===== src/rtl/display_bcd_seq_if.sv =====
// Bus between the memory-mapped display register (master) and display_bcd_seq (slave).
// Carries the conversion request, status pulses and the active-low segment pins.
interface display_bcd_seq_if #(
    parameter int WIDTH  = 32,
    parameter int DIGITS = 10
);
    logic [WIDTH-1:0]          din;
    logic                      load;
    logic                      busy;
    logic                      done;
    logic [(DIGITS+1)*8-1:0]   seg;
    logic                      dot;

    modport master (
        output din, load,
        input  busy, done, seg, dot
    );

    modport slave (
        input  din, load,
        output busy, done, seg, dot
    );
endinterface


===== src/rtl/display_bcd_seq.sv =====
// Sequential signed/unsigned decimal 7-segment driver using a one-bit-per-clock double-dabble converter.
// Define DISPLAY_BCD_SEQ_LZB_EN to blank leading zero digits (digit 0 and the sign digit keep their positions).
module display_bcd_seq #(
    parameter int WIDTH  = 32,
    parameter int DIGITS = 10,
    parameter int SIGNED = 1
) (
    input logic              clk,
    input logic              rst,
    display_bcd_seq_if.slave bus
);
    localparam int BCDW       = 4 * DIGITS;
    localparam int SEGW       = 8 * (DIGITS + 1);
    localparam int CNTW       = $clog2(WIDTH + 1);
    localparam int MIN_DIGITS = (WIDTH * 30103 + 99999) / 100000;

    generate
        if (WIDTH < 4) begin : gWidthCheck
            $error("display_bcd_seq: WIDTH must be at least 4");
        end
        if (DIGITS < MIN_DIGITS) begin : gDigitsCheck
            $error("display_bcd_seq: DIGITS too small to hold a WIDTH-bit magnitude");
        end
    endgenerate

    typedef enum logic [1:0] {
        IDLE,
        SHIFT,
        UPDATE
    } state_t;

    state_t            state_q, state_d;
    logic [WIDTH-1:0]  bin_q, bin_d;
    logic [BCDW-1:0]   bcd_q, bcd_d;
    logic [BCDW-1:0]   adjBcd;
    logic [CNTW-1:0]   cnt_q, cnt_d;
    logic              sign_q, sign_d;
    logic              signNew;
    logic [SEGW-1:0]   seg_q, seg_d;
    logic [SEGW-1:0]   segEnc;
    logic              done_q, done_d;
`ifdef DISPLAY_BCD_SEQ_LZB_EN
    logic              seenNz;
`endif

    function automatic logic [7:0] encDigit(input logic [3:0] n);
        case (n)
            4'd0:    encDigit = 8'hC0;
            4'd1:    encDigit = 8'hF9;
            4'd2:    encDigit = 8'hA4;
            4'd3:    encDigit = 8'hB0;
            4'd4:    encDigit = 8'h99;
            4'd5:    encDigit = 8'h92;
            4'd6:    encDigit = 8'h82;
            4'd7:    encDigit = 8'hF8;
            4'd8:    encDigit = 8'h80;
            4'd9:    encDigit = 8'h98;
            default: encDigit = 8'hFF;
        endcase
    endfunction

    always_ff @(posedge clk) begin
        if (rst) begin
            state_q <= IDLE;
            bin_q   <= '0;
            bcd_q   <= '0;
            cnt_q   <= '0;
            sign_q  <= 1'b0;
            seg_q   <= '1;
            done_q  <= 1'b0;
        end else begin
            state_q <= state_d;
            bin_q   <= bin_d;
            bcd_q   <= bcd_d;
            cnt_q   <= cnt_d;
            sign_q  <= sign_d;
            seg_q   <= seg_d;
            done_q  <= done_d;
        end
    end

    // Negative inputs are converted as their magnitude; the most negative value maps to 2^(WIDTH-1) unsigned.
    always_comb begin
        state_d = state_q;
        bin_d   = bin_q;
        bcd_d   = bcd_q;
        cnt_d   = cnt_q;
        sign_d  = sign_q;
        seg_d   = seg_q;
        done_d  = 1'b0;
        signNew = (SIGNED != 0) && bus.din[WIDTH-1];
        adjBcd  = bcd_q;
        for (int i = 0; i < DIGITS; i++) begin
            if (bcd_q[4*i +: 4] >= 4'd5) begin
                adjBcd[4*i +: 4] = bcd_q[4*i +: 4] + 4'd3;
            end
        end

        case (state_q)
            IDLE: begin
                if (bus.load) begin
                    state_d = SHIFT;
                    sign_d  = signNew;
                    bin_d   = signNew ? (~bus.din + WIDTH'(1)) : bus.din;
                    bcd_d   = '0;
                    cnt_d   = '0;
                end
            end
            SHIFT: begin
                {bcd_d, bin_d} = {adjBcd[BCDW-2:0], bin_q, 1'b0};
                cnt_d = cnt_q + CNTW'(1);
                if (cnt_q == CNTW'(WIDTH - 1)) begin
                    state_d = UPDATE;
                end
            end
            UPDATE: begin
                seg_d   = segEnc;
                done_d  = 1'b1;
                state_d = IDLE;
            end
            default: state_d = IDLE;
        endcase
    end

    // Digit scan runs from the top so leading-zero blanking can track the first nonzero digit.
    always_comb begin
        segEnc = '1;
`ifdef DISPLAY_BCD_SEQ_LZB_EN
        seenNz = 1'b0;
`endif
        for (int i = DIGITS - 1; i >= 0; i--) begin
`ifdef DISPLAY_BCD_SEQ_LZB_EN
            if (bcd_q[4*i +: 4] != 4'd0) begin
                seenNz = 1'b1;
            end
            if (seenNz || (i == 0)) begin
                segEnc[8*i +: 8] = encDigit(bcd_q[4*i +: 4]);
            end
`else
            segEnc[8*i +: 8] = encDigit(bcd_q[4*i +: 4]);
`endif
        end
        segEnc[8*DIGITS +: 8] = sign_q ? 8'hBF : 8'hFF;
    end

    assign bus.busy = (state_q != IDLE);
    assign bus.done = done_q;
    assign bus.seg  = seg_q;
    assign bus.dot  = 1'b1;
endmodule

===== src/flat_wrapper.sv =====
// flat-port wrapper written by rule: the top's interface ports become plain ports
module display_bcd_seq_flat 
#(
    parameter int WIDTH  = 32,
    parameter int DIGITS = 10,
    parameter int SIGNED = 1
)
  (clk, rst, bus_din, bus_load, bus_busy, bus_done, bus_seg, bus_dot);
  display_bcd_seq_if #(.WIDTH(WIDTH), .DIGITS(DIGITS)) bus_i ();
  input logic clk;
  input logic rst;
  input wire logic [$bits(bus_i.din)-1:0] bus_din;
  input wire logic [$bits(bus_i.load)-1:0] bus_load;
  output wire logic [$bits(bus_i.busy)-1:0] bus_busy;
  output wire logic [$bits(bus_i.done)-1:0] bus_done;
  output wire logic [$bits(bus_i.seg)-1:0] bus_seg;
  output wire logic [$bits(bus_i.dot)-1:0] bus_dot;
  assign bus_i.din = bus_din;
  assign bus_i.load = bus_load;
  assign bus_busy = bus_i.busy;
  assign bus_done = bus_i.done;
  assign bus_seg = bus_i.seg;
  assign bus_dot = bus_i.dot;
  display_bcd_seq #(.WIDTH(WIDTH), .DIGITS(DIGITS), .SIGNED(SIGNED)) u_core (.clk(clk), .rst(rst), .bus(bus_i));
endmodule

===== config.mk =====
export PLATFORM = sky130hd
export DESIGN_NAME = display_bcd_seq_flat
export DESIGN_NICKNAME = d
export VERILOG_FILES = /design/src/rtl/display_bcd_seq_if.sv /design/src/rtl/display_bcd_seq.sv /design/src/flat_wrapper.sv
export SDC_FILE = /design/constraint.sdc
export NUM_CORES = 1
export LEC_CHECK = 0
export CORE_MARGIN = 2
export CORE_UTILIZATION = 55
export CTS_CLUSTER_SIZE = 16
export DETAILED_ROUTE_END_ITERATION = 16
export PLACE_DENSITY = 0.81
export SLEW_MARGIN = 5
export SYNTH_ARGS = -nofsm -noshare
export SYNTH_HDL_FRONTEND = slang
export SYNTH_SLANG_ARGS = --single-unit

===== constraint.sdc =====
create_clock -name clk -period 2.62 [get_ports clk]
set_input_delay 0.786 -clock clk [delete_from_list [all_inputs] [get_ports clk]]
set_output_delay 0.786 -clock clk [all_outputs]
set_load 0.1 [all_outputs]

==> impl_results.md, run 1 <==
- Status: finished clean
- Period utilization: between 90% and 100%
- Max Root-Sink Buffers: 2
- Crit path kind: primary input to flip-flop
- CP max stage delay: ~0.49 ns
- Total power: 5.61 mW
- Worst vdd ir: 0.000483 V
- Drt pass-1 iters: 5
- Place WS: -0.309 ns
- Critical R2R Launch: u_core.bcd_q[25]
- Synth Flop Type: dfxtp_1
- Post-synth EDFFs: 0
- Chip width: around 130 um
- Overflow after GRT: 0
- Worst path bufs/invs: 2
- Post-Route WL: 19.8 mm
- Hold Slack: 0.461 ns
- Final core utilization: 68.6%
- Syn Std Cell Area: 0.00862 sq mm
- CORE AREA: 0.0153 sq mm
- Per-cell routed wire length: 14.3 um
- Io pins: around 130
- Final hold vios: 0
- IO buf count: 107
- Fin area: 0.0105 sq mm
- Max-Cap Viols: 0
- Die Area: ~0.017 sq mm
- Vias in the first global route: 7,084
- Area growth syn-to-layout: 21.5%
- Worst clock skew: 0.00477 ns
- CP required: 2.93 ns
- Clock period minus worst slack: 2.48 ns
- GRT Util Overall: between 20% and 30%
- Yosys reg bits: 153
- Setup tns final: 0 ns
- Commonest non-fill, non-tap cell in the layout: dfxtp_1
- Maximum clock frequency: 403 MHz
- Critical path launch point type: primary input
- Unique cell type count in the Yosys netlist: 52
- Commonest non-fill, non-tap cells in the layout: dfxtp_1 (153), buf_4 (121), nand2_1 (109), a21oi_1 (100), o21ai_0 (96)
- Share of cells above drive strength 1: about 15%
- Antenna violations before repair: 0
- RD Place Congestion: between 0.8 and 0.9
- Initial core utilization: 56.5%
- Dpl cells: 1,356
- Main area contributors after synthesis: dfxtp_1 (36%), ha_1 (8.1%), a21oi_1 (5.8%), o21ai_0 (5.6%), nand2_1 (4.7%)
- RSZ-0062 raised after global routing: no
- CTS tree: built
- Sequential fraction of the synthesis area: between 30% and 40%
- Setup Viol. Count Final: 0
- Reg2Reg Depth: 7
- R2R Path End: u_core.bcd_q[26]
- Synth top area share: 35.5%
- Asr flop ratio synth: 0%
- Hold buffer count at cts: 0
- Final Worst Setup Slack: ~0.14 ns
- CTS Buf Count: 17
- Dominant cell type by area after synthesis: dfxtp_1
- Worst-Skew Late Latency: 0.42 ns
- CP endpoint kind: flip-flop
- Via count: slightly below 8k
- Crit path max fanout: 16
- Worst-margin pin slew: 0.967 ns
- Antenna Nets Post-Route: 0
- Initial DRC count: 502
- Worst Hold End: u_core.bin_q[0]
- Ant diodes: 0
- Warnings from Yosys: 0
- Min-Delay Path Class: flip-flop to flip-flop
- Vias per Instance: 5.65
- Resized cells post-CTS: 0
- Fin cells: 1,388
- Hpwl dp: roughly 13 mm
- Relative slew slack: 35.3%
- Number of remaining DRC errors: 0
- Global-route wire length before repair: between 30 and 40 mm
- Clock slew at reported path FFs: 0.06 ns
- TritonCTS sink count: 153
- WP data arrival: 2.79 ns
- Power per Cell Area: 536 mW/mm^2
- Reg2reg setup slack: between 0.7 and 0.8 ns
- Crit-path slowest cell: o41ai_1
- Cell area after placement: 0.00984 sq mm
- Hold Crit Start: u_core.bin_q[0]
- Largest net degree at the start of global routing: between 60 and 70
- Postcts setup bufs: 0
- H-tree depth: 4
- Min-Delay Path Depth: 2
- CTS Root Cell: clkbuf_16
- Final Max Slew Viols: 0
- Synth Instances: 1,065
- Die Y: 129 um
- Total Nets Final: 1,255
- Syn Area/Cell: 8.09 sq um
- Ordered cell list for the critical path: clkdlybuf4s50_1 -> buf_4 -> nor4_4 -> nand4b_4 -> o41ai_1 -> xor2_1 -> o22ai_1
- FP Rows: 45
- P_leak: 4.14 nW
- CP delay by family, top: simple AND/OR/NAND/NOR gates
[where the power goes]
group,switching [mW],internal [mW]
Clock,0.965,1.64
Sequential,0.0317,2.38
Combinational,0.394,0.202
[routing by layer]
metal	track usage, %	wire [um]	vias to the layer above
met1	30.3	8920	3656
met4	9.27	387	0
li1	-	-	3971
met2	41.7	9770	186
met3	3.96	721	26
met5	0	0	-
[final cells by class]
cell class                      instances  area, sq um
Multi-Input combinational cell        800         5080
Tap cell                              211          264
Clock buffer                           20          457
Inverter                               35          131
Timing Repair Buffer                  157         1300
Sequential cell                       153         3060
Clock inverter                         12          173
Fill cell                            1275         4790
[registers in the layout, summed over array words and instances, names as in the netlist]
register and count:
u_core.bin_q 32, u_core.bus.done 1, u_core.bcd_q 40, u_core.cnt_q 6
u_core.bus.seg 71, u_core.state_q 2, u_core.sign_q 1
[logic make-up after synthesis]
logic type	Yosys count	share of synthesized area, %
AOI/OAI and AO/OA	366	27.2
xor gates and xnor gates	39	3.96
adders and majority gates	56	8.13
buffers and inverters	129	6.49
DFF	153	35.5
muxes	16	1.87
other	1	0.0435
and+or+nand+nor	305	16.8
[cells in the mapped netlist (all sizes together) (11+ instances only)]
library cell,count
dfxtp,153
nand2b,42
mux2i,15
xor2,26
o311ai,18
nand3,23
nand2,109
a22oi,51
a211oi,19
inv,35
nor2,85
xnor2,13
clkbuf,64
a21oi,100
o41ai,11
o31ai,19
buf,30
o21ai,97
o22ai,15
ha,56
[how the worst max path moves through the flow]
stage | cells past startpoint | from | endpoint
floorplan | 5 | bus_din[26] | u_core.bin_q[29]
global placement | 6 | bus_din[6] | u_core.bin_q[10]
detailed placement | 7 | bus_din[6] | u_core.bin_q[27]
CTS | 7 | bus_din[6] | u_core.bin_q[27]
global route | 7 | bus_din[4] | u_core.bin_q[25]
finish | 7 | bus_din[6] | u_core.bin_q[27]
[tightest hold or removal path: stages, from the launching register on]
cell and delay, ns:
dfxtp_1 0.33, nand2_1 0.05, o21ai_0 0.05
(Power assumes the default switching activity.)
==> run 2, diff against run 1 <==
Settings changed: CORE_UTILIZATION 55 to 30, PLACE_DENSITY 0.81 to default, RECOVER_POWER from default to 100.
==> impl_results.md, run 2 (synthesis results as in run 1) <==
- Critical path launch point type: primary input
- CP endpoint kind: flip-flop
- Worst vdd ir: 0.000436 V (-9.9%)
- Cell area after placement: 0.0101 sq mm (+2.5%)
- Maximum clock frequency: 391 MHz (-2.8%)
- Per-cell routed wire length: 13.9 um (-2.4%)
- IO buf count: 107 (unchanged)
- Crit path kind: primary input to flip-flop
- Min-Delay Path Depth: 2 (unchanged)
- Area growth syn-to-layout: 20.8%
- Setup tns final: 0 ns (unchanged)
- Largest net degree at the start of global routing: 83 (+36%)
- CTS Buf Count: 17 (unchanged)
- Resized cells post-CTS: 0 (unchanged)
- Total Nets Final: 1,257 (+0.16%)
- Ant diodes: 0 (unchanged)
- Reg2reg setup slack: 0.26 ns (-0.52 ns)
- CORE AREA: 0.0285 sq mm (+87%)
- Drt pass-1 iters: 5 (unchanged)
- Power per Cell Area: 524 mW/mm^2 (-2.2%)
- Hold Slack: 0.464 ns (+0.00286 ns)
- Io pins: 126 (unchanged)
- Dpl cells: 1,531 (+13%)
- GRT Util Overall: 14.3% (-9.9 points)
- Final core utilization: 36.6% (-32 points)
- R2R Path End: u_core.bus.seg[56]
- Fin area: 0.0104 sq mm (-0.59%)
- Fill cells: 2,972 (+130%)
- Net switching power: 1.54 mW (+11%)
- Global-route wire length before repair: 35.9 mm (+8.4%)
- Period utilization: 97.5% (+2.7 points)
- Critical R2R Launch: u_core.state_q[0]
- Sw Ratio: 28.3% (+3.5 points)
- Antenna violations before repair: 0 (unchanged)
- Final Max Slew Viols: 0 (unchanged)
- Hold Crit Start: u_core.bin_q[0]
- Vias in the first global route: 7,123 (+0.55%)
- CTS Root Cell: clkbuf_16
- Worst-Skew Late Latency: 0.42 ns (about the same)
- Setup Viol. Count Final: 0 (unchanged)
- FP Rows: 62 (+38%)
- Clock period minus worst slack: 2.55 ns (+0.0705 ns)
- Commonest non-fill, non-tap cell in the layout: dfxtp_1
- Crit path max fanout: 2 (-14)
- Number of remaining DRC errors: 0 (unchanged)
- Relative slew slack: 45.4% (+10 points)
- Post-Route WL: 21.8 mm (+10%)
- Max-Cap Viols: 0 (unchanged)
- Min-Delay Path Class: flip-flop to flip-flop
- Commonest non-fill, non-tap cells in the layout: dfxtp_1 (153), nand2_1 (109), a21oi_1 (100), o21ai_0 (96), nor2_1 (84)
- Postcts setup bufs: 0 (unchanged)
- Gate power share: 10.9% (+0.3 points)
- Worst Hold End: u_core.bin_q[0]
- Clock power frac: 44.9% (-1.5 points)
- WP data arrival: 2.86 ns (+0.07 ns)
- Overflow after GRT: 0 (unchanged)
- Worst-margin pin slew: 0.819 ns (-0.148 ns)
- CTS tree: built
- RD Place Congestion: 0.796 (-9.9%)
- Hold buffer count at cts: 0 (unchanged)
- Initial DRC count: 447 (-11%)
- Vias per Instance: 4.98 (-12%)
- Fin cells: 1,563 (+13%)
- Antenna Nets Post-Route: 0 (unchanged)
- Die Area: 0.0301 sq mm (+80%)
- Die Y: 173 um (+34%)
- Initial core utilization: 30.3% (-26 points)
- P_leak: 4.05 nW (-2.2%)
- Status: finished clean
- TritonCTS sink count: 153 (unchanged)
- Chip width: 173 um (+34%)
- H-tree depth: 4 (unchanged)
- Worst clock skew: 0.0106 ns (+0.00586 ns)
- Largest register FFs: 71 (unchanged)
- Via count: 7,778 (-0.78%)
- Clock slew at reported path FFs: 0.07 ns (about the same)
- Reg power frac: 44.2% (+1.2 points)
- Int Power: 3.92 mW (-7.3%)
- CP required: 2.92 ns (about the same)
- Share of cells above drive strength 1: 14.8% (-0.62 points)
- Hpwl dp: 14.7 mm (+11%)
- Reg2Reg Depth: 4 (-3)
- RSZ-0062 raised after global routing: no
- Final hold vios: 0 (unchanged)
- Max Root-Sink Buffers: 2 (unchanged)
[run 2: changes by cell type in the layout (fill, tap and decap cells not counted), sizes merged, moves of 2 or more]
| cell | delta |
|---|---|
| clkinv | -2 |
| bufinv | -3 |
| clkbuf | +79 |
| buf | -80 |
| inv | +8 |
[run 2: worst max-delay path, stage by stage]
cell             delay (ns)
clkdlybuf4s50_1        0.41
or4_1                  0.56
or4_1                  0.56
o21ai_0                0.23
xor2_1                 0.21
o22ai_1                0.10
[run 2: through the flow]
stage	total power, mW	worst slack [ns]
global route	5.68	0.00450
detailed placement	3.08	-0.303
CTS	5.55	0.158
floorplan	2.86	0.226
global placement	3.08	-0.243
finish	5.46	0.0653
[run 2: power by group through the flow]
stage                     clock (mW)  combinational (mW)  sequential, mW
after floorplan                    0               0.403            2.45
after global placement             0               0.613            2.46
after detailed placement           0               0.617            2.46
after CTS                       2.52               0.617            2.41
after global routing            2.62               0.647            2.42
final                           2.45               0.595            2.41
[run 2: area by class of cell]
type                       instances  area (sq um)  area share, %
clock buffer                      17           425           4.09
clock inverter                    15           155           1.49
inverter                          35           131           1.26
multi-input combinational        800          5060           48.6
sequential                       153          3060           29.4
tap                              384           480           4.62
timing repair buffer             159          1090           10.5
[run 2: worst max-delay path by stage]
stage | startpoint | end | slack, ns
finish | bus_din[6] | u_core.bin_q[10] | 0.07
floorplan | bus_din[26] | u_core.bin_q[29] | 0.23
CTS | bus_din[6] | u_core.bin_q[10] | 0.16
detailed placement | bus_din[6] | u_core.bin_q[10] | -0.30
global route | bus_din[4] | u_core.bin_q[10] | 0.005
global placement | bus_din[6] | u_core.bin_q[10] | -0.24
[run 2: metal layers]
metal  part of all wire (%)  global-route usage, %
met1                     50                   19.6
met2                     45                   22.7
met3                    3.7                   2.46
met4                    1.6                   5.12
met5                      0                      0
==> run 3, diff against run 2 <==
Settings changed: CORE_UTILIZATION 30 to 55, PLACE_DENSITY from default to 0.81.
==> impl_results.md, run 3 (synthesis results as in run 1) <==
- Hold buffer count at cts: 0 (unchanged)
- Gate power share: 10.4% (-0.5 points)
- CTS Buf Count: 17 (unchanged)
- TritonCTS sink count: 153 (unchanged)
- Crit. path cell count: 6 (unchanged)
- Ant diodes: 0 (unchanged)
- Reg power frac: 43.1% (-1.1 points)
- Initial core utilization: 56.5% (+26 points)
- CTS tree: built
- Initial DRC count: 469 (+4.9%)
- WP data arrival: 2.82 ns (-0.04 ns)
- Sw Ratio: 24.7% (-3.5 points)
- Die Area: 0.0167 sq mm (-45%)
- Max Root-Sink Buffers: 2 (unchanged)
- Reg2reg setup slack: 0.36 ns (+0.10 ns)
- Die Y: 129 um (-26%)
- Cell area after placement: 0.00984 sq mm (-2.4%)
- GRT Util Overall: 24.2% (+9.9 points)
- Postcts setup bufs: 0 (unchanged)
- Min-Delay Path Class: flip-flop to flip-flop
- Critical path launch point type: primary input
- R2R Path End: u_core.bus.seg[48]
- Maximum clock frequency: 394 MHz (+0.78%)
- Worst clock skew: 0.00506 ns (-0.00557 ns)
- Overflow after GRT: 0 (unchanged)
- CP required: 2.91 ns (about the same)
- CP endpoint kind: flip-flop
- CORE AREA: 0.0153 sq mm (-46%)
- Antenna violations before repair: 0 (unchanged)
- Crit path max fanout: 3 (+1)
- Final core utilization: 67.1% (+30 points)
- Critical path origin: bus_din[26]
- H-tree depth: 4 (unchanged)
- Period utilization: 96.8% (-0.75 points)
- Max-Cap Viols: 0 (unchanged)
- Fin area: 0.0102 sq mm (-1.7%)
- Hold Slack: 0.461 ns (-0.00246 ns)
- Clock slew at reported path FFs: 0.06 ns (about the same)
- CTS Root Cell: clkbuf_16
- Reg2Reg Depth: 4 (unchanged)
- Clock power frac: 46.5% (+1.6 points)
- Global-route wire length before repair: 33.2 mm (-7.7%)
- Ordered cell list for the critical path: clkdlybuf4s50_1 -> or4_4 -> or3_4 -> o41ai_1 -> xor2_1 -> o22ai_1
- Fill cells: 1,339 (-55%)
- CP max stage delay: 0.54 ns (-0.02 ns)
- Relative slew slack: 14.5% (-31 points)
- Clock period minus worst slack: 2.53 ns (-0.0197 ns)
- Number of remaining DRC errors: 0 (unchanged)
- Worst-Skew Late Latency: 0.42 ns (about the same)
- CP delay by family, top: simple AND/OR/NAND/NOR gates
- IO buf count: 107 (unchanged)
- Largest register FFs: 71 (unchanged)
- Net switching power: 1.38 mW (-10%)
- Hpwl dp: 13.2 mm (-10%)
- FP Rows: 45 (-27%)
- Int Power: 4.21 mW (+7.5%)
- Resized cells post-CTS: 0 (unchanged)
- RD Place Congestion: 0.884 (+11%)
- Via count: 7,843 (+0.84%)
- Setup crit end: u_core.bin_q[29]
- Worst-margin pin slew: 1.28 ns (+0.463 ns)
- Area growth syn-to-layout: 18.7%
- Status: finished clean
- Worst vdd ir: 0.000481 V (+10%)
- Commonest non-fill, non-tap cells in the layout: dfxtp_1 (153), nand2_1 (109), a21oi_1 (100), o21ai_0 (96), nor2_1 (84)
- Critical R2R Launch: u_core.state_q[0]
- RSZ-0062 raised after global routing: no
- Per-cell routed wire length: 14.2 um (+2.1%)
- Vias per Instance: 5.65 (+14%)
- Drt pass-1 iters: 5 (unchanged)
- Vias in the first global route: 7,084 (-0.55%)
- Largest net degree at the start of global routing: 61 (-27%)
- Antenna Nets Post-Route: 0 (unchanged)
- Crit-path slowest cell: or4_4
- Total Nets Final: 1,255 (-0.16%)
- Final Max Slew Viols: 0 (unchanged)
- Io pins: 126 (unchanged)
- Post-Route WL: 19.7 mm (-9.4%)
- Crit path kind: primary input to flip-flop
- Worst path bufs/invs: 1 (unchanged)
- Chip width: 129 um (-26%)
- Share of cells above drive strength 1: 14.8% (+0.025 points)
- Commonest non-fill, non-tap cell in the layout: dfxtp_1
- Final hold vios: 0 (unchanged)
- Power per Cell Area: 547 mW/mm^2 (+4.3%)
- Setup Viol. Count Final: 0 (unchanged)
- Total power: 5.59 mW (+2.5%)
- P_leak: 4.07 nW (+0.64%)
==> run 3: layout make-up <==
class	count	area [sq um]	share of cell area [%]
clock buffers	20	457	4.46
multi-input cells	800	5060	49.5
well taps	211	264	2.58
repair buffers	157	1080	10.6
flip-flops and latches	153	3060	29.9
clock inverters	12	173	1.69
inverters	35	131	1.28
==> run 3: through the flow <==
step | setup TNS, ns | std cells | setup slack (ns)
floorplan | 0 | 1082 | 0.226
global placement | -2.59 | 1356 | -0.240
detailed placement | -3.99 | 1356 | -0.309
CTS | 0 | 1388 | 0.140
global route | 0 | 1388 | 0.0308
finish | 0 | 1388 | 0.0850
==> run 3: worst min-delay path by stage <==
stage,from,end,slack (ns),cells after the start
global placement,u_core.bin_q[0],u_core.bin_q[0],0.44,2
global route,u_core.bus.seg[24],u_core.bus.seg[24],0.49,1
CTS,u_core.bin_q[0],u_core.bin_q[0],0.46,2
finish,u_core.bin_q[0],u_core.bin_q[0],0.46,2
detailed placement,u_core.bin_q[0],u_core.bin_q[0],0.45,2
floorplan,u_core.bin_q[0],u_core.bin_q[0],0.43,2
==> run 3: power by group through the flow <==
stage	combinational (mW)	sequential (mW)	clock, mW
finish	0.580	2.41	2.60
global route	0.628	2.42	2.74
CTS	0.596	2.41	2.63
detailed placement	0.595	2.46	0
global placement	0.588	2.46	0
floorplan	0.403	2.45	0
==> run 3: routing by layer <==
metal	routed length (um)	GRT usage, %	vias up
met5	0	0	-
met4	382	9.27	0
met3	823	3.96	26
met2	9630	41.7	188
met1	8900	30.3	3650
li1	-	-	3979
==> run 3: worst reg2reg max path: stages (launching register included) <==
cell,delay [ns]
dfxtp_1,0.41
nand2b_2,0.81
clkbuf_1,0.54
a21oi_1,0.11
a211o_1,0.29
